**config.mk**
```make
export PLATFORM = sky130hd
export DESIGN_NAME = write_out_ctrl
export DESIGN_NICKNAME = d
export VERILOG_FILES = /design/src/rtl/write_out_ctrl.sv
export SDC_FILE = /design/constraint.sdc
export NUM_CORES = 1
export LEC_CHECK = 0
export CAP_MARGIN = 20
export CORE_AREA = 5 5 102 104
export CTS_BUF_LIST = sky130_fd_sc_hd__clkbuf_4 sky130_fd_sc_hd__clkbuf_8
export CTS_CLUSTER_DIAMETER = 150
export DETAILED_ROUTE_END_ITERATION = 12
export DIE_AREA = 0 0 107 109
export PLACE_DENSITY = 0.52
export SYNTH_ARGS = -nofsm -noshare
export SYNTH_HDL_FRONTEND = slang
export SYNTH_SLANG_ARGS = --single-unit
```
**constraint.sdc**
```tcl
create_clock -name clk -period 3.7 [get_ports clk]
set_clock_uncertainty 0.1 [all_clocks]
set_input_delay 0.555 -clock clk [delete_from_list [all_inputs] [get_ports clk]]
set_output_delay 0.555 -clock clk [all_outputs]
set_load 0.05 [all_outputs]
```
**src/rtl/write_out_ctrl.sv**
```systemverilog
// Output write-path sequencer for the systolic array.
// Walks every output diagonal of each tile after the array fill latency.
module write_out_ctrl #(
   parameter int ARRAY_SIZE   = 8,
   parameter int FILL_LATENCY = 9,
   parameter int SET_WIDTH    = 10
) (
   input  logic                 clk,
   input  logic                 srstn,
   input  logic                 start,
   input  logic [SET_WIDTH-1:0] num_sets,
   input  logic                 stall,
   input  logic                 abort,
   output logic                 sram_write_enable,
   output logic [SET_WIDTH-1:0] data_set,
   output logic [5:0]           matrix_index,
   output logic                 busy,
   output logic                 done
);

   localparam logic [5:0] LAST_IDX = 6'(2 * ARRAY_SIZE - 2);
   localparam logic [5:0] FILL_CNT = 6'(FILL_LATENCY);
   localparam logic [SET_WIDTH-1:0] ONE = SET_WIDTH'(1);

   typedef enum logic [1:0] {
      IDLE,
      FILL,
      WRITE,
      DONE
   } state_t;

   state_t               state_q;
   logic [5:0]           cnt_q;
   logic [SET_WIDTH-1:0] nsets_q;
   logic                 we_q;
   logic [SET_WIDTH-1:0] set_q;
   logic [5:0]           idx_q;
   logic                 busy_q;
   logic                 done_q;

   // we_q marks that idx_q is being written this cycle; stall sampled at
   // the edge decides whether the next cycle carries a write.
   always_ff @(posedge clk) begin
      if (!srstn) begin
         state_q <= IDLE;
         cnt_q   <= '0;
         nsets_q <= '0;
         we_q    <= 1'b0;
         set_q   <= '0;
         idx_q   <= '0;
         busy_q  <= 1'b0;
         done_q  <= 1'b0;
      end else if (abort && state_q != IDLE) begin
         state_q <= IDLE;
         cnt_q   <= '0;
         we_q    <= 1'b0;
         set_q   <= '0;
         idx_q   <= '0;
         busy_q  <= 1'b0;
         done_q  <= 1'b0;
      end else begin
         unique case (state_q)
            IDLE: begin
               we_q   <= 1'b0;
               done_q <= 1'b0;
               if (start) begin
                  if (num_sets == '0) begin
                     state_q <= DONE;
                     done_q  <= 1'b1;
                     busy_q  <= 1'b0;
                  end else begin
                     state_q <= FILL;
                     nsets_q <= num_sets;
                     set_q   <= '0;
                     idx_q   <= '0;
                     cnt_q   <= FILL_CNT;
                     busy_q  <= 1'b1;
                  end
               end
            end
            FILL: begin
               cnt_q <= cnt_q - 6'd1;
               we_q  <= 1'b0;
               if (cnt_q == 6'd1) begin
                  state_q <= WRITE;
                  idx_q   <= '0;
                  we_q    <= !stall;
               end
            end
            WRITE: begin
               if (we_q && idx_q == LAST_IDX) begin
                  we_q <= 1'b0;
                  if (set_q == nsets_q - ONE) begin
                     state_q <= DONE;
                     done_q  <= 1'b1;
                     busy_q  <= 1'b0;
                  end else begin
                     state_q <= FILL;
                     set_q   <= set_q + ONE;
                     idx_q   <= '0;
                     cnt_q   <= FILL_CNT;
                  end
               end else begin
                  if (we_q) idx_q <= idx_q + 6'd1;
                  we_q <= !stall;
               end
            end
            DONE: begin
               state_q <= IDLE;
               done_q  <= 1'b0;
               busy_q  <= 1'b0;
               we_q    <= 1'b0;
               set_q   <= '0;
               idx_q   <= '0;
            end
         endcase
      end
   end

   assign sram_write_enable = we_q;
   assign data_set          = set_q;
   assign matrix_index      = idx_q;
   assign busy              = busy_q;
   assign done              = done_q;

endmodule
```
==> flow_metrics.py, run 1 <==
metrics = {
    "status": {
        "run_status": "finished, final reports clean",
    },
    "cells_and_area": {
        "ff_latch_area_um2": 741,
        "multi_input_area_mm2": 0.00144,
        "layout.nets": 316,
        "fin_util_pct": 29.5,
        "area_delta_synth_final_pct": 23.3,
        "drive_above_1_share_pct": 7.09,
        "n_fill_cell": 1013,
        "diodes": 0,
    },
    "timing": {
        "fmax_ghz": 0.333,
        "relSlewSlack_pct": 64.2,
        "slew_viol_final": 0,
        "tns_ns": 0,
        "period_share_pct": 81.2,
        "period_needed_ns": 3.00,
        "worst_pin_slew_ns": 0.536,
        "setup_viol": 0,
        "hold_violations": 0,
        "hold_ws_ns": 0.409,
        "rsz0062_at_grt": "no",
    },
    "floorplanning": {
        "die_y_um": 109,
        "dieWidth_um": 107,
        "io_pins": 34,
        "core_area_mm2": 0.00946,
        "die-area_mm2": 0.0117,
        "initial_core_util_pct": 23.9,
        "num_rows": 36,
    },
    "synth": {
        "synthMuxAreaShare_pct": 7.19,
        "synthSimpleGateAreaFrac_pct": 27.5,
        "syn_inst": 263,
        "netlist.area_leader.share_pct": 32.7,
        "synthXorXnorAreaFrac_pct": 5.80,
        "synth_seq_cells": 37,
        "synth_top_family_by_area": "simple AND/OR/NAND/NOR gates",
        "synth_ff_type": "dfxtp_1",
        "yosysWarnings": 0,
        "ys_async_sr_fraction_pct": 0,
        "netlist-cell-type-count": 54,
        "netlist_top_cells_area": "dfxtp_1, mux2i_1, a21oi_1",
        "synth-compound-area-share_pct": 20.0,
        "netlist_area_mm2": 0.00226,
        "synth_fp_nets": 284,
        "synthAdderAreaFrac_pct": 3.32,
        "synth-edff-count": 0,
        "synth_top_area_cell": "dfxtp_1",
        "yosysSeqAreaShare_pct": 32.7,
        "avgSynthCellArea_um2": 8.61,
    },
    "grt": {
        "antenna_found_initial": 0,
        "track_usage_pct": 10.1,
        "grt_pass1_wl_um": 9470,
        "grt-ovfl-total": 0,
        "grt_pass1_vias": 1902,
        "grt_max_degree": 20,
    },
    "clock_network": {
        "ctsHoldBuffers": 0,
        "clk-insertion-delay-late_ns": 0.29,
        "cts_made_buffers": 5,
        "cts_tree": "built",
        "cts_resized": 0,
        "cts-root-buf": "clkbuf_8",
        "cts_max_level": 2,
        "clk_pin_slew_ns": 0.08,
        "cts.sinks": 37,
        "clock_path_buffers": 2,
        "post_cts_buffers": 0,
    },
    "critical_path": {
        "slowest_delay_ns": 0.50,
        "path_cells": "inv_1 -> ha_1 -> nor4b_1 -> xnor2_1 -> nor4_2 -> o2111ai_4 -> o31ai_4 -> buf_4 -> or4_1 -> a21oi_1",
        "crit_slowest_cell": "or4_1",
        "cp-end-kind": "flop",
        "reg2reg_depth": 10,
        "crit_arrival_ns": 3.12,
        "cp-start-kind": "flop",
        "regToRegEndpoint": "data_set[9]",
        "worstSetupPathType": "reg -> reg",
        "worst-path-max-fanout": 19,
        "rr_startpoint": "nsets_q[0]",
        "cp_top_family": "simple AND/OR/NAND/NOR gates",
        "crit_buf_inv": 2,
        "r2r_slack_ns": 0.70,
        "cp.required_ns": 3.82,
    },
    "route": {
        "first_pass_iters": 4,
        "top_layer": "met4",
        "route.vias.total": 2006,
        "drt_wl_total_um": 5620,
        "vias_per_cell": 4.89,
        "ant_nets": 0,
        "drt_iter0_markers": 81,
        "wl_met1_um": 2560,
        "remaining_drc_errors": 0,
        "dr_wl_met2_um": 2720,
        "wl_per_cell_um": 13.7,
        "route.met3.wl_um": 248,
    },
    "job": {
        "maxCapViolCount": 0,
    },
    "min_path": {
        "worstHoldStart": "matrix_index[5]",
        "hold_path.class": "reg -> reg",
        "hold_end": "matrix_index[5]",
        "hold_depth": 2,
    },
    "power": {
        "ir_drop_mv": 0.141,
        "leakage_nw": 0.953,
        "cellPowerDensity_mw_per_mm2": 392,
    },
    "placed_design": {
        "place.gp.congestion": 0.762,
        "hpwl_um": 4240,
        "portBuffers": 33,
    },
}
cell type report:
type	count	area share [%]
Multi-Input combinational cell	207	51.7
Clock buffer	6	2.73
Tap cell	114	5.11
Timing Repair Buffer	35	12.4
Clock inverter	2	0.359
Sequential cell	37	26.5
Inverter	9	1.21
stage by stage:
step | instance area (µm²) | cells | total power (W) | worst slack [ns]
floorplan | 2260 | 263 | 0.000738 | 0.911
global placement | 2710 | 402 | 0.000822 | 0.470
detailed placement | 2710 | 402 | 0.000824 | 0.432
CTS | 2790 | 410 | 0.00112 | 0.662
global route | 2790 | 410 | 0.00117 | 0.430
finish | 2790 | 410 | 0.00109 | 0.697
cells by family (layout without fill, tap and decap cells):
family / after synthesis / in the layout
fa+ha+maj: 6 / 6
buf+inv: 19 / 52
compound gates: 63 / 63
flops: 37 / 37
xor+xnor: 15 / 15
mux: 16 / 16
simple gates: 107 / 107
cells in the mapped netlist (4+ instances only):
library cell / number
or3_1: 9
inv_1: 9
clkbuf_1: 8
nor2b_1: 14
a21oi_1: 20
ha_1: 6
and2_1: 4
nor3b_1: 6
nand2_1: 15
nor2_1: 18
a31oi_1: 4
xnor2_1: 10
nor4_1: 4
mux2i_1: 14
nand3_1: 11
dfxtp_1: 37
o21ai_0: 17
nor3_1: 5
xor2_1: 5
metal layers:
metal	vias to the layer above	global-route usage, %
met2	32	17.0
met5	-	0
met1	940	12.5
li1	1027	-
met4	0	3.11
met3	7	2.78
state kept, by name (all words and copies together) (netlist names):
signal	flops
busy	1
state_q	2
matrix_index	6
cnt_q	6
sram_write_enable	1
data_set	10
done	1
nsets_q	10
how the worst max path moves through the flow:
stage / startpoint / end / slack [ns] / depth (start not counted)
detailed placement: num_sets[5] / data_set[1] / 0.43 / 9
floorplan: num_sets[5] / data_set[1] / 0.91 / 8
global route: nsets_q[0] / data_set[9] / 0.43 / 10
CTS: nsets_q[0] / data_set[9] / 0.66 / 10
global placement: num_sets[5] / data_set[1] / 0.47 / 9
finish: nsets_q[0] / data_set[9] / 0.70 / 10
where the power goes:
| part | internal (W) | leakage (nW) | total (W) | switching, W |
|---|---|---|---|---|
| combinational | 0.000149 | 0.603 | 0.000333 | 0.000184 |
| sequential | 0.000429 | 0.302 | 0.000480 | 0.0000504 |
| clock | 0.000138 | 0.0484 | 0.000281 | 0.000143 |
| total | 0.000716 | 0.953 | 0.00109 | 0.000377 |
worst register-to-register path: cells and delay by family, from the launching register on:
kind            cells  cell delay (ns)
simple gates        3             1.05
xor+xnor            1             0.21
compound gates      3             0.62
buf+inv             2             0.34
flops               1             0.37
fa+ha+maj           1             0.26
cells in the final DEF (no fill, tap or decap), drive strengths merged, types with 2 or more instances in the layout:
master         synthesis  routed
nand2b                 3       3
o311ai                 3       3
o31ai                  3       3
xnor2                 10      10
or4                    4       4
and2                   4       4
a31oi                  5       5
xor2                   5       5
a21oi                 20      20
ha                     6       6
nor2                  18      18
mux2i                 14      14
buf                    2       2
dfxtp                 37      37
mux2                   2       2
clkdlybuf4s50          0      33
nand4                  3       3
nor4                   5       5
nor3                   6       6
nor3b                  6       6
clkbuf                 8       6
nand2                 15      15
inv                    9       9
clkinv                 0       2
nor2b                 14      14
o21ai                 18      18
and3                   3       3
nand3                 11      11
or3                   10      10
Note: power is estimated with default switching activity, not from simulation.
==> run 2: changes to the inputs <==
--- a/config.mk
+++ b/config.mk
@@ -11,7 +11,7 @@
 export CTS_CLUSTER_DIAMETER = 150
 export DETAILED_ROUTE_END_ITERATION = 12
 export DIE_AREA = 0 0 107 109
-export PLACE_DENSITY = 0.52
+export PLACE_DENSITY = 0.54
 export SYNTH_ARGS = -nofsm -noshare
 export SYNTH_HDL_FRONTEND = slang
 export SYNTH_SLANG_ARGS = --single-unit
==> constraint.sdc (replaced) <==
create_clock -name clk -period 2.7 [get_ports clk]
set_clock_uncertainty 0.1 [all_clocks]
set_input_delay 0.405 -clock clk [delete_from_list [all_inputs] [get_ports clk]]
set_output_delay 0.405 -clock clk [all_outputs]
set_load 0.05 [all_outputs]
==> run 2 against run 1 <==
Compared with the run above:
- register-to-register slack lost 0.66 ns
- first-iteration DRC count fell by 4.9%
- critical path depth is 2 lower
- cell area increased by 11%
- flip-flop and latch count did not move
- via count up 4.1%
- utilization is 3.1 points higher
- sequential power increased by 31%
- die area unchanged
- global-route usage is 0.086 points higher
- non-clock buffer count rose by 28
- fmax rose by 13%
- largest power group unchanged
==> flow_metrics.py, run 2 (synthesis gave the netlist of run 1 again) <==
metrics = {
    "critical_path": {
        "crit_path_end": "data_set[9]",
        "reg2reg_depth": 8,
        "cp_top_family": "compound AO/OA/AOI/OAI gates",
        "crit_slowest_cell": "or4_1",
        "r2r_slack_ns": 0.04,
        "crit_arrival_ns": 2.79,
        "cp.required_ns": 2.83,
        "cp-startpoint": "nsets_q[2]",
        "worstSetupPathType": "reg -> reg",
        "worst-path-stages": 8,
        "rr_startpoint": "nsets_q[2]",
        "cp-start-kind": "flop",
        "cp-end-kind": "flop",
        "slowest_delay_ns": 0.49,
        "worst-path-max-fanout": 18,
        "crit_buf_inv": 1,
        "regToRegEndpoint": "data_set[9]",
        "path_cells": "or3_4 -> o31a_1 -> o211a_1 -> o2111ai_4 -> o31ai_4 -> buf_12 -> or4_1 -> a21oi_1",
    },
    "route": {
        "remaining_drc_errors": 0,
        "first_pass_iters": 4,
        "ant_nets": 0,
        "vias_per_cell": 4.77,
        "drt_wl_total_um": 5790,
        "wl_per_cell_um": 13.2,
        "drt_iter0_markers": 77,
        "route.vias.total": 2088,
    },
    "job": {
        "maxCapViolCount": 0,
    },
    "grt": {
        "antenna_found_initial": 0,
        "track_usage_pct": 10.2,
        "grt_pass1_wl_um": 9630,
        "grt-ovfl-total": 0,
        "grt_max_degree": 19,
        "grt_pass1_vias": 2016,
    },
    "power": {
        "cellPowerDensity_mw_per_mm2": 580,
        "leakage_nw": 1.14,
        "p_int_w": 0.00123,
        "ir_drop_mv": 0.212,
        "power_switching_w": 0.000558,
        "power.share.switching_pct": 31.2,
        "clkPwrFrac_pct": 33.0,
        "total_power_w": 0.00179,
        "combPwrFrac_pct": 31.9,
        "seqPwrFrac_pct": 35.2,
    },
    "placed_design": {
        "portBuffers": 33,
        "dp_cells": 428,
        "hpwl_um": 4400,
        "place.gp.congestion": 0.777,
        "pre_cts_slack_ns": -0.338,
    },
    "timing": {
        "fmax_ghz": 0.375,
        "tns_ns": 0,
        "hold_violations": 0,
        "relSlewSlack_pct": 66.4,
        "rsz0062_at_grt": "yes",
        "period_share_pct": 98.7,
        "slew_viol_final": 0,
        "setup_ws_ns": 0.0363,
        "setup_viol": 0,
        "period_needed_ns": 2.66,
        "worst_pin_slew_ns": 0.502,
    },
    "cells_and_area": {
        "fin_util_pct": 32.6,
        "layout_commonest_cell": "dfxtp_1",
        "n_fill_cell": 1020,
        "layout.nets": 344,
        "diodes": 0,
        "ff_latch_area_um2": 741,
        "final_cells": 438,
        "area_delta_synth_final_pct": 36.4,
        "layout_common_cells": "dfxtp_1, clkdlybuf4s50_1, buf_4",
        "drive_above_1_share_pct": 16.0,
        "multi_input_area_mm2": 0.00146,
    },
    "clock_network": {
        "cts-root-buf": "clkbuf_8",
        "clk_pin_slew_ns": 0.08,
        "clk-insertion-delay-late_ns": 0.29,
        "cts.sinks": 37,
        "clock_path_buffers": 2,
        "ctsHoldBuffers": 0,
        "cts_made_buffers": 5,
        "cts_max_level": 2,
        "cts_tree": "built",
    },
    "floorplanning": {
        "dieWidth_um": 107,
        "num_rows": 36,
        "initial_core_util_pct": 23.9,
        "die_y_um": 109,
        "die-area_mm2": 0.0117,
        "core_area_mm2": 0.00946,
        "io_pins": 34,
    },
    "min_path": {
        "hold_path.class": "in -> reg",
    },
    "status": {
        "run_status": "finished, final reports clean",
    },
}
run 2: cell types whose count changed in the layout (fill, tap and decap cells not counted), sizes merged:
cell,before,now
buf,2,30
inv,9,10
clkbuf,6,5
clkinv,2,0
clkdlybuf4s50,33,31
bufinv,0,2
dlymetal6s2s,0,2
run 2: routing by layer:
metal	vias to the layer above	global-route usage [%]	routed length [µm]
met3	6	2.43	200
met4	0	2.47	33
met1	963	12.2	2730
met2	31	18.3	2820
met5	-	0	0
li1	1088	-	-
run 2: what timing repair did:
action,in CTS,in global routing
gates resized for setup,0,7
pin swaps,1,1
setup endpoints to repair,2,14
buffers inserted,0,2
run 2: worst min path at each step:
stage,startpoint,end,slack [ns],depth (start not counted)
after floorplan,cnt_q[5],cnt_q[5],0.38,2
after global placement,matrix_index[5],matrix_index[5],0.40,2
after detailed placement,matrix_index[5],matrix_index[5],0.41,2
after CTS,matrix_index[5],matrix_index[5],0.42,2
after global routing,num_sets[6],nsets_q[6],0.37,3
final,num_sets[6],nsets_q[6],0.33,3
run 2: through the flow:
step	hold WS [ns]	cell area, µm²
2_1_floorplan	0.379	2260
3_3_place_gp	0.400	2910
3_5_place_dp	0.410	2910
4_1_cts	0.420	3050
5_1_grt	0.371	3090
6_report	0.327	3090
run 2: final cells by class:
class                           instances  share of cell area (%)
Sequential cell                        37                    24.0
Timing Repair Buffer                   63                    18.6
Multi-Input combinational cell        207                    47.3
Clock buffer                            5                    2.23
Clock inverter                          3                    2.23
Inverter                                9                    1.09
Tap cell                              114                    4.62
run 2: worst reg2reg max path, stage by stage (launching register included):
cell       delay [ns]
dfxtp_1          0.32
or3_4            0.40
o31a_1           0.27
o211a_1          0.26
o2111ai_4        0.32
o31ai_4          0.13
buf_12           0.16
or4_1            0.49
a21oi_1          0.15
run 2: power groups by stage:
stage	Clock, W	Combinational (W)	Sequential, W
finish	0.000590	0.000571	0.000629
global route	0.000622	0.000632	0.000637
CTS	0.000605	0.000561	0.000630
detailed placement	0	0.000557	0.000642
global placement	0	0.000552	0.000642
floorplan	0	0.000351	0.000660
==> run 3: changes to the inputs <==
--- a/config.mk
+++ b/config.mk
@@ -12,6 +12,7 @@
 export DETAILED_ROUTE_END_ITERATION = 12
 export DIE_AREA = 0 0 107 109
 export PLACE_DENSITY = 0.54
+export SKIP_LAST_GASP = 1
 export SYNTH_ARGS = -nofsm -noshare
 export SYNTH_HDL_FRONTEND = slang
 export SYNTH_SLANG_ARGS = --single-unit
==> run 3 against run 2 <==
Compared with the run above:
- via count unchanged
- sequential share of layout area about the same
- worst hold slack better by 0.085 ns
- fmax about the same
- die area unchanged
- setup slack about the same
- final cell count unchanged
- utilization down 0.053 points
- register-to-register slack about the same
- non-clock buffer count unchanged
- critical path type unchanged
- critical endpoint unchanged
- largest power group unchanged
- highest routed layer unchanged
==> flow_metrics.py, run 3 (synthesis gave the netlist of run 1 again) <==
metrics = {
    "status": {
        "run_status": "finished, final reports clean",
    },
    "timing": {
        "rsz0062_at_grt": "yes",
        "hold_violations": 0,
        "slew_viol_final": 0,
        "relSlewSlack_pct": 66.4,
        "period_needed_ns": 2.66,
        "setup_viol": 0,
        "worst_pin_slew_ns": 0.502,
        "tns_ns": 0,
        "period_share_pct": 98.7,
        "fmax_ghz": 0.375,
    },
    "placed_design": {
        "portBuffers": 33,
        "placed_area_mm2": 0.00291,
        "place.gp.congestion": 0.777,
        "dp_cells": 428,
        "hpwl_um": 4400,
    },
    "cells_and_area": {
        "drive_above_1_share_pct": 16.0,
        "layout_commonest_cell": "dfxtp_1",
        "area_delta_synth_final_pct": 36.2,
        "diodes": 0,
        "layout_common_cells": "dfxtp_1, clkdlybuf4s50_1, buf_4",
        "fin_util_pct": 32.6,
        "layout.nets": 344,
        "final_cells": 438,
        "n_fill_cell": 1021,
        "fin_area_mm2": 0.00308,
    },
    "clock_network": {
        "clk-insertion-delay-late_ns": 0.29,
        "clk_pin_slew_ns": 0.08,
        "cts_made_buffers": 5,
        "cts_tree": "built",
        "cts-root-buf": "clkbuf_8",
        "cts_max_level": 2,
        "clock_path_buffers": 2,
        "cts.sinks": 37,
    },
    "route": {
        "first_pass_iters": 4,
        "wl_per_cell_um": 13.2,
        "drt_wl_total_um": 5780,
        "ant_nets": 0,
        "remaining_drc_errors": 0,
        "route.vias.total": 2088,
        "vias_per_cell": 4.77,
        "drt_iter0_markers": 77,
    },
    "critical_path": {
        "reg2reg_depth": 8,
        "cp_top_family": "compound AO/OA/AOI/OAI gates",
        "crit_arrival_ns": 2.79,
        "cp-startpoint": "nsets_q[2]",
        "crit_slowest_cell": "or4_1",
        "worstSetupPathType": "reg -> reg",
        "r2r_slack_ns": 0.04,
        "regToRegEndpoint": "data_set[9]",
        "worst-path-max-fanout": 18,
        "slowest_delay_ns": 0.49,
        "path_cells": "or3_4 -> o31a_1 -> o211a_1 -> o2111ai_4 -> o31ai_4 -> buf_12 -> or4_1 -> a21oi_1",
        "crit_path_end": "data_set[9]",
        "cp.required_ns": 2.83,
        "cp-start-kind": "flop",
        "crit_buf_inv": 1,
        "worst-path-stages": 8,
        "cp-end-kind": "flop",
        "rr_startpoint": "nsets_q[2]",
    },
    "floorplanning": {
        "initial_core_util_pct": 23.9,
        "io_pins": 34,
        "die_y_um": 109,
        "dieWidth_um": 107,
        "num_rows": 36,
        "core_area_mm2": 0.00946,
        "die-area_mm2": 0.0117,
    },
    "grt": {
        "grt-ovfl-total": 0,
        "grt_max_degree": 19,
        "grt_pass1_wl_um": 9630,
        "grt_pass1_vias": 2016,
        "track_usage_pct": 10.2,
        "antenna_found_initial": 0,
    },
    "power": {
        "leakage_nw": 1.12,
        "ir_drop_mv": 0.212,
        "cellPowerDensity_mw_per_mm2": 581,
    },
    "job": {
        "maxCapViolCount": 0,
    },
    "min_path": {
        "hold_path.class": "reg -> reg",
    },
}
## run 3: cell types whose count changed in the layout (fill, tap and decap cells not counted), sizes merged
cell,before,now
clkdlybuf4s50,31,33
dlymetal6s2s,2,0
## run 3: worst register-to-register path, cell delays in order (launching register included)
cell       delay [ns]
dfxtp_1          0.32
or3_4            0.40
o31a_1           0.27
o211a_1          0.26
o2111ai_4        0.32
o31ai_4          0.13
buf_12           0.16
or4_1            0.49
a21oi_1          0.15
## run 3: worst min-delay path by stage
stage,endpoint,slack [ns],cells after the start,startpoint
6_report,matrix_index[5],0.41,2,matrix_index[5]
5_1_grt,matrix_index[5],0.44,2,matrix_index[5]
4_1_cts,matrix_index[5],0.42,2,matrix_index[5]
3_5_place_dp,matrix_index[5],0.41,2,matrix_index[5]
3_3_place_gp,matrix_index[5],0.40,2,matrix_index[5]
2_1_floorplan,cnt_q[5],0.38,2,cnt_q[5]
## run 3: power by group
group,internal (W),total [W],switching [W]
clock,0.000372,0.000590,0.000218
sequential,0.000588,0.000629,0.0000414
combinational,0.000273,0.000572,0.000299
## run 3: metal layers
metal  share of wire [%]  track usage, %
met2                  49            18.3
met1                  47            12.2
met3                 3.5            2.43
met5                   0               0
met4                0.57            2.47
## run 3: timing repair
item	in CTS	in global routing
buffers inserted	0	2
cloned	0	0
setup endpoints to repair	2	14
hold buffers	0	0
gates resized for setup	0	5
pin swaps	1	1
## run 3: through the flow
step	hold slack [ns]	total power [W]	setup slack (ns)
CTS	0.420	0.00180	0.0265
global placement	0.400	0.00119	-0.306
floorplan	0.379	0.00101	0.0612
finish	0.412	0.00179	0.0363
global route	0.437	0.00189	-0.0744
detailed placement	0.410	0.00120	-0.338
## run 3: layout make-up
type | count | area, µm² | area share, %
Tap cell | 114 | 143 | 4.63
Sequential cell | 37 | 741 | 24.0
Timing Repair Buffer | 63 | 568 | 18.4
Inverter | 9 | 33.8 | 1.10
Clock inverter | 3 | 68.8 | 2.23
Clock buffer | 5 | 68.8 | 2.23
Multi-Input combinational cell | 207 | 1460 | 47.3
==> RTL change 1, RTL diff (settings of run 2) <==
Re-encode `state_t` (4 states) as one-hot, 4 bits wide.
--- a/src/rtl/write_out_ctrl.sv
+++ b/src/rtl/write_out_ctrl.sv
@@ -22,11 +22,11 @@
    localparam logic [5:0] FILL_CNT = 6'(FILL_LATENCY);
    localparam logic [SET_WIDTH-1:0] ONE = SET_WIDTH'(1);
 
-   typedef enum logic [1:0] {
-      IDLE,
-      FILL,
-      WRITE,
-      DONE
+   typedef enum logic [3:0] {
+      IDLE  = 4'b0001,
+      FILL  = 4'b0010,
+      WRITE = 4'b0100,
+      DONE  = 4'b1000
    } state_t;
 
    state_t               state_q;
Check against the original RTL: same outputs for any inputs over 10 cycles, from zero or initial values and one cycle with srstn low; not proved beyond that.
==> RTL change 1 against run 2 <==
- sequential cell count up 2
- routed wire length rose by 28%
- sequential power is 3.8% higher
- cell count is 10% higher
- final area is 6.9% higher
- power fell by 11%
- setup slack got worse by 9.8 ps
- area after synthesis grew 6.7%
- worst hold slack gained 41 ps
- critical endpoint is now data_set[8]
- highest routed layer unchanged
==> RTL change 1: results (changes against run 2) <==
[metrics] status: complete, no violations (unchanged)
[metrics] leakage power of the design: 1.20 nW (was 1.14 nW)
[metrics] number of detailed-route iterations in the first pass: 4 (unchanged)
[metrics] worst-path maximum fanout: 5 (was 18)
[metrics] number of buffers on the longest clock path: 2 (unchanged)
[metrics] synthesized instance count: 305 (was 263)
[metrics] via/cell ratio: 5.27 (was 4.77)
[metrics] antenna violations before repair: 0 (unchanged)
[metrics] Max transition margin: 0.573 (was 0.664)
[metrics] placement-stage worst setup slack: -94.0 ps (was -338 ps)
[metrics] count of distinct cell types in the synthesized netlist: 57 (was 54)
[metrics] ratio of cells with drive above 1 in the final layout: 0.198 (was 0.160)
[metrics] worst hold path class: reg2reg (was in2reg)
[metrics] Via Count: 2540 (was 2088)
[metrics] Crit path arrival time: 2770 ps (was 2790 ps)
[metrics] maximum number of pins on one net before global-route repair: 19 (unchanged)
[metrics] placed wire-length estimate after detailed placement: 5260 microns (was 4400 microns)
[metrics] clock slew at the register clock pins of the worst setup and hold paths: roughly 90 ps
[metrics] H-Tree Depth: 2 (unchanged)
[metrics] Placer Congestion: 0.858 (was 0.777)
[metrics] FFs w/ async S/R, synth: 0 (unchanged)
[metrics] cell types occupying the most area after synthesis: dfxtp_1 32%, a21oi_1 6.0%, nand2_1 5.1% (was dfxtp_1 33%, mux2i_1 6.2%, a21oi_1 4.4%)
[metrics] largest stage delay on the critical path: 510 ps (was 490 ps)
[metrics] clock insertion delay at the later pin of the skew report: 310 ps (was 290 ps)
[metrics] vias in the first global route: 2430 (was 2016)
[metrics] fill cell total of the finished layout: 1006 (was 1020)
[metrics] VDD IR-drop max: 0.000178 V (was 0.000212 V)
[metrics] iteration-0 DRC count of the detailed router: 129 (was 77)
[metrics] final standard cell area without fillers: 3300 sq um (was 3090 sq um)
[metrics] nets: 388 (was 344)
[metrics] Inserted Clock Buffers: 5 (unchanged)
[metrics] cell with the largest stage delay on the worst path: or4b_4 (was or4_1)
[metrics] top cells by instance count after synthesis: 39 x dfxtp_1, 33 x nand2_1, 29 x a21oi_1 (was 37 x dfxtp_1, 20 x a21oi_1, 18 x nor2_1)
[metrics] number of buffers inserted by port buffering: 33 (unchanged)
[metrics] GRT Overall Usage: 0.126 (was 0.102)
[metrics] total wire length after detailed routing: 7420 microns (was 5790 microns)
[metrics] placement-stage cell area: 3060 sq um (was 2910 sq um)
[metrics] Crit path max-delay family: simple AND/OR/NAND/NOR gates (was compound AO/OA/AOI/OAI gates)
[metrics] CTS Root Buffer Type: clkbuf_8 (unchanged)
[metrics] first-pass GRT wire length: 11700 microns (was 9630 microns)
[metrics] sequential area share after synthesis: 0.323 (was 0.327)
[metrics] warnings from Yosys: 0 (unchanged)
[metrics] total inserted antenna cells: 0 (unchanged)
[metrics] Post-Syn Nets: 326 (was 284)
[metrics] cell count after placement: 469 (was 428)
-- RTL change 1: cell count changes in the layout (fill, tap and decap cells not counted), sizes merged, moves of 4 or more --
| cell | change |
|---|---|
| nor2b | -5 |
| nand2 | +19 |
| and3 | +4 |
| a211oi | +4 |
| a21oi | +9 |
| a21boi | +6 |
| or4 | +6 |
| xnor2 | -6 |
| nor2 | +8 |
| mux2i | -11 |
| a311oi | +4 |
-- RTL change 1: final timing paths --
check             start          end  slack, ps  depth (start not counted)
min            cnt_q[4]     cnt_q[4]        370                          1
max          nsets_q[1]  data_set[8]         30                          9
min reg2reg    cnt_q[4]     cnt_q[4]        370                          1
max reg2reg  nsets_q[1]  data_set[8]         30                          9
-- RTL change 1: layout make-up --
class,count,share of cell area
clock buffers,5,0.0209
clock inverters,3,0.00721
inverters,10,0.0114
multi-input cells,247,0.509
flip-flops and latches,39,0.237
well taps,114,0.0432
repair buffers,64,0.171
-- RTL change 1: metal layers --
layer	part of all wire	wire length, microns	GRT usage	up-vias
met5	0	0	0	-
met2	0.49	3620	0.218	60
li1	-	-	-	1250
met1	0.45	3320	0.152	1211
met3	0.039	288	0.0337	19
met4	0.026	190	0.0393	0
-- RTL change 1: kinds of logic after synthesis --
group	after synthesis	share of synthesized area
buf+inv	21	0.0394
mux	4	0.0171
fa+ha+maj	6	0.0311
flops	39	0.323
simple gates	134	0.300
xor+xnor	12	0.0435
compound gates	89	0.245
-- RTL change 1: repair_timing --
action	in CTS	in global routing
pin swaps	1	11
hold buffers	0	0
endpoints found under the setup margin	1	15
buffers inserted	0	3
cloned	0	2
gates resized for setup	0	24
-- RTL change 1: power breakdown --
group	switching (mW)	internal, mW
logic	0.279	0.232
clock network	0.245	0.185
registers	0.0453	0.608
==> RTL change 2, RTL diff (settings of run 2) <==
Without the edit above. Set the parameter `SET_WIDTH` to 5 (it was 10).
--- a/src/rtl/write_out_ctrl.sv
+++ b/src/rtl/write_out_ctrl.sv
@@ -3,7 +3,7 @@
 module write_out_ctrl #(
    parameter int ARRAY_SIZE   = 8,
    parameter int FILL_LATENCY = 9,
-   parameter int SET_WIDTH    = 10
+   parameter int SET_WIDTH    = 5
 ) (
    input  logic                 clk,
    input  logic                 srstn,
Interface: changed (resized data_set and num_sets); port bits go from 34 to 24. No check against the original RTL was run, so the function may have changed too.
==> RTL change 2 against run 2 <==
- setup slack better by 360 ps
- area after synthesis down 32%
- sequential share of layout area increased by 3.3 points
- routed wire length is 33% lower
- sequential cell count fell by 10
- power is 35% lower
- final area shrank 36%
- sequential power decreased by 21%
==> RTL change 2: results (changes against run 2) <==
[metrics] Placer Congestion: 0.736 (was 0.777)
[metrics] status: complete, no violations (unchanged)
[metrics] Via Count: 1396 (was 2088)
[metrics] Crit path arrival time: 2400 ps (was 2790 ps)
[metrics] worst-path maximum fanout: 8 (was 18)
[metrics] cell types occupying the most area after synthesis: dfxtp_1 35%, ha_1 4.9%, a21oi_1 4.5% (was dfxtp_1 33%, mux2i_1 6.2%, a21oi_1 4.4%)
[metrics] switching part of the total power: 0.371 (was 0.312)
[metrics] average routed wire per standard cell: 12.2 microns (was 13.2 microns)
[metrics] nets: 220 (was 344)
[metrics] power density relative to cell area: 590 nW/um^2 (was 580 nW/um^2)
[metrics] share of total power in the clock network: 0.215 (was 0.330)
[metrics] total wire length after detailed routing: 3870 microns (was 5790 microns)
[metrics] Final Worst Setup Slack: 392 ps (was 36.3 ps)
[metrics] reg2reg end: data_set[1] (was data_set[9])
[metrics] number of buffers inserted by port buffering: 23 (was 33)
[metrics] Synth Area per Inst: 8.79 sq um (was 8.61 sq um)
[metrics] H-Tree Depth: 1 (was 2)
[metrics] placement-stage worst setup slack: 171 ps (was -338 ps)
[metrics] count of distinct cell types in the synthesized netlist: 53 (was 54)
[metrics] cell with the largest stage delay on the worst path: dfxtp_1 (was or4_1)
[metrics] placed wire-length estimate after detailed placement: 3010 microns (was 4400 microns)
[metrics] clock slew at the register clock pins of the worst setup and hold paths: 110 ps (was 80 ps)
[metrics] first-pass GRT wire length: 6490 microns (was 9630 microns)
[metrics] largest stage delay on the critical path: 410 ps (was 490 ps)
[metrics] actual transition at the worst max-transition pin: 532 ps (was 502 ps)
[metrics] start point of the critical path: nsets_q[0] (was nsets_q[2])
[metrics] Inserted Clock Buffers: 3 (was 5)
[metrics] hold worst-path end: cnt_q[5] (was nsets_q[6])
[metrics] VDD IR-drop max: 0.000206 V (was 0.000212 V)
[metrics] CTS Root Buffer Type: clkbuf_8 (unchanged)
[metrics] fill cell total of the finished layout: 1057 (was 1020)
[metrics] cell count after placement: 313 (was 428)
[metrics] sequential area share after synthesis: 0.350 (was 0.327)
[metrics] maximum number of pins on one net before global-route repair: 17 (was 19)
[metrics] endpoints failing setup: 0 (unchanged)
[metrics] top cells by instance count after synthesis: 27 x dfxtp_1, 14 x a21oi_1, 13 x nand2_1 (was 37 x dfxtp_1, 20 x a21oi_1, 18 x nor2_1)
[metrics] GRT Overall Usage: 0.0675 (was 0.102)
[metrics] ratio of cells with drive above 1 in the final layout: 0.108 (was 0.160)
[metrics] Post-Syn Nets: 192 (was 284)
[metrics] placement-stage cell area: 1930 sq um (was 2910 sq um)
[metrics] startpoint of the lowest-slack hold path: cnt_q[5] (was num_sets[6])
[metrics] start of the worst register-to-register path: nsets_q[0] (was nsets_q[2])
[metrics] Hold Crit Depth: 2 (was 3)
[metrics] iteration-0 DRC count of the detailed router: 36 (was 77)
[metrics] final worst hold slack: 388 ps (was 327 ps)
[metrics] leakage power of the design: 0.701 nW (was 1.14 nW)
[metrics] worst hold path class: reg2reg (was in2reg)
==> RTL change 2: routing by layer <==
metal  track usage  share of wire  vias to the layer above  wire [microns]
li1              -              -                      716               -
met1        0.0734           0.44                      658            1710
met2         0.125           0.51                       14            1960
met3        0.0101          0.023                        8              87
met4        0.0393          0.027                        0             105
met5             0              0                        -               0
==> RTL change 2: kinds of logic after synthesis <==
family          after synthesis  synth area share
fa+ha+maj                     6            0.0485
mux                           1           0.00647
buf+inv                      13            0.0340
flops                        27             0.350
xor+xnor                      7            0.0396
compound gates               58             0.271
simple gates                 64             0.251
==> RTL change 2: area by class of cell <==
class | instances | area, sq um | area share
Clock inverter | 1 | 7.51 | 0.00379
Sequential cell | 27 | 541 | 0.273
Timing Repair Buffer | 27 | 260 | 0.131
Tap cell | 114 | 143 | 0.0721
Multi-Input combinational cell | 136 | 953 | 0.482
Inverter | 9 | 33.8 | 0.0171
Clock buffer | 3 | 41.3 | 0.0209
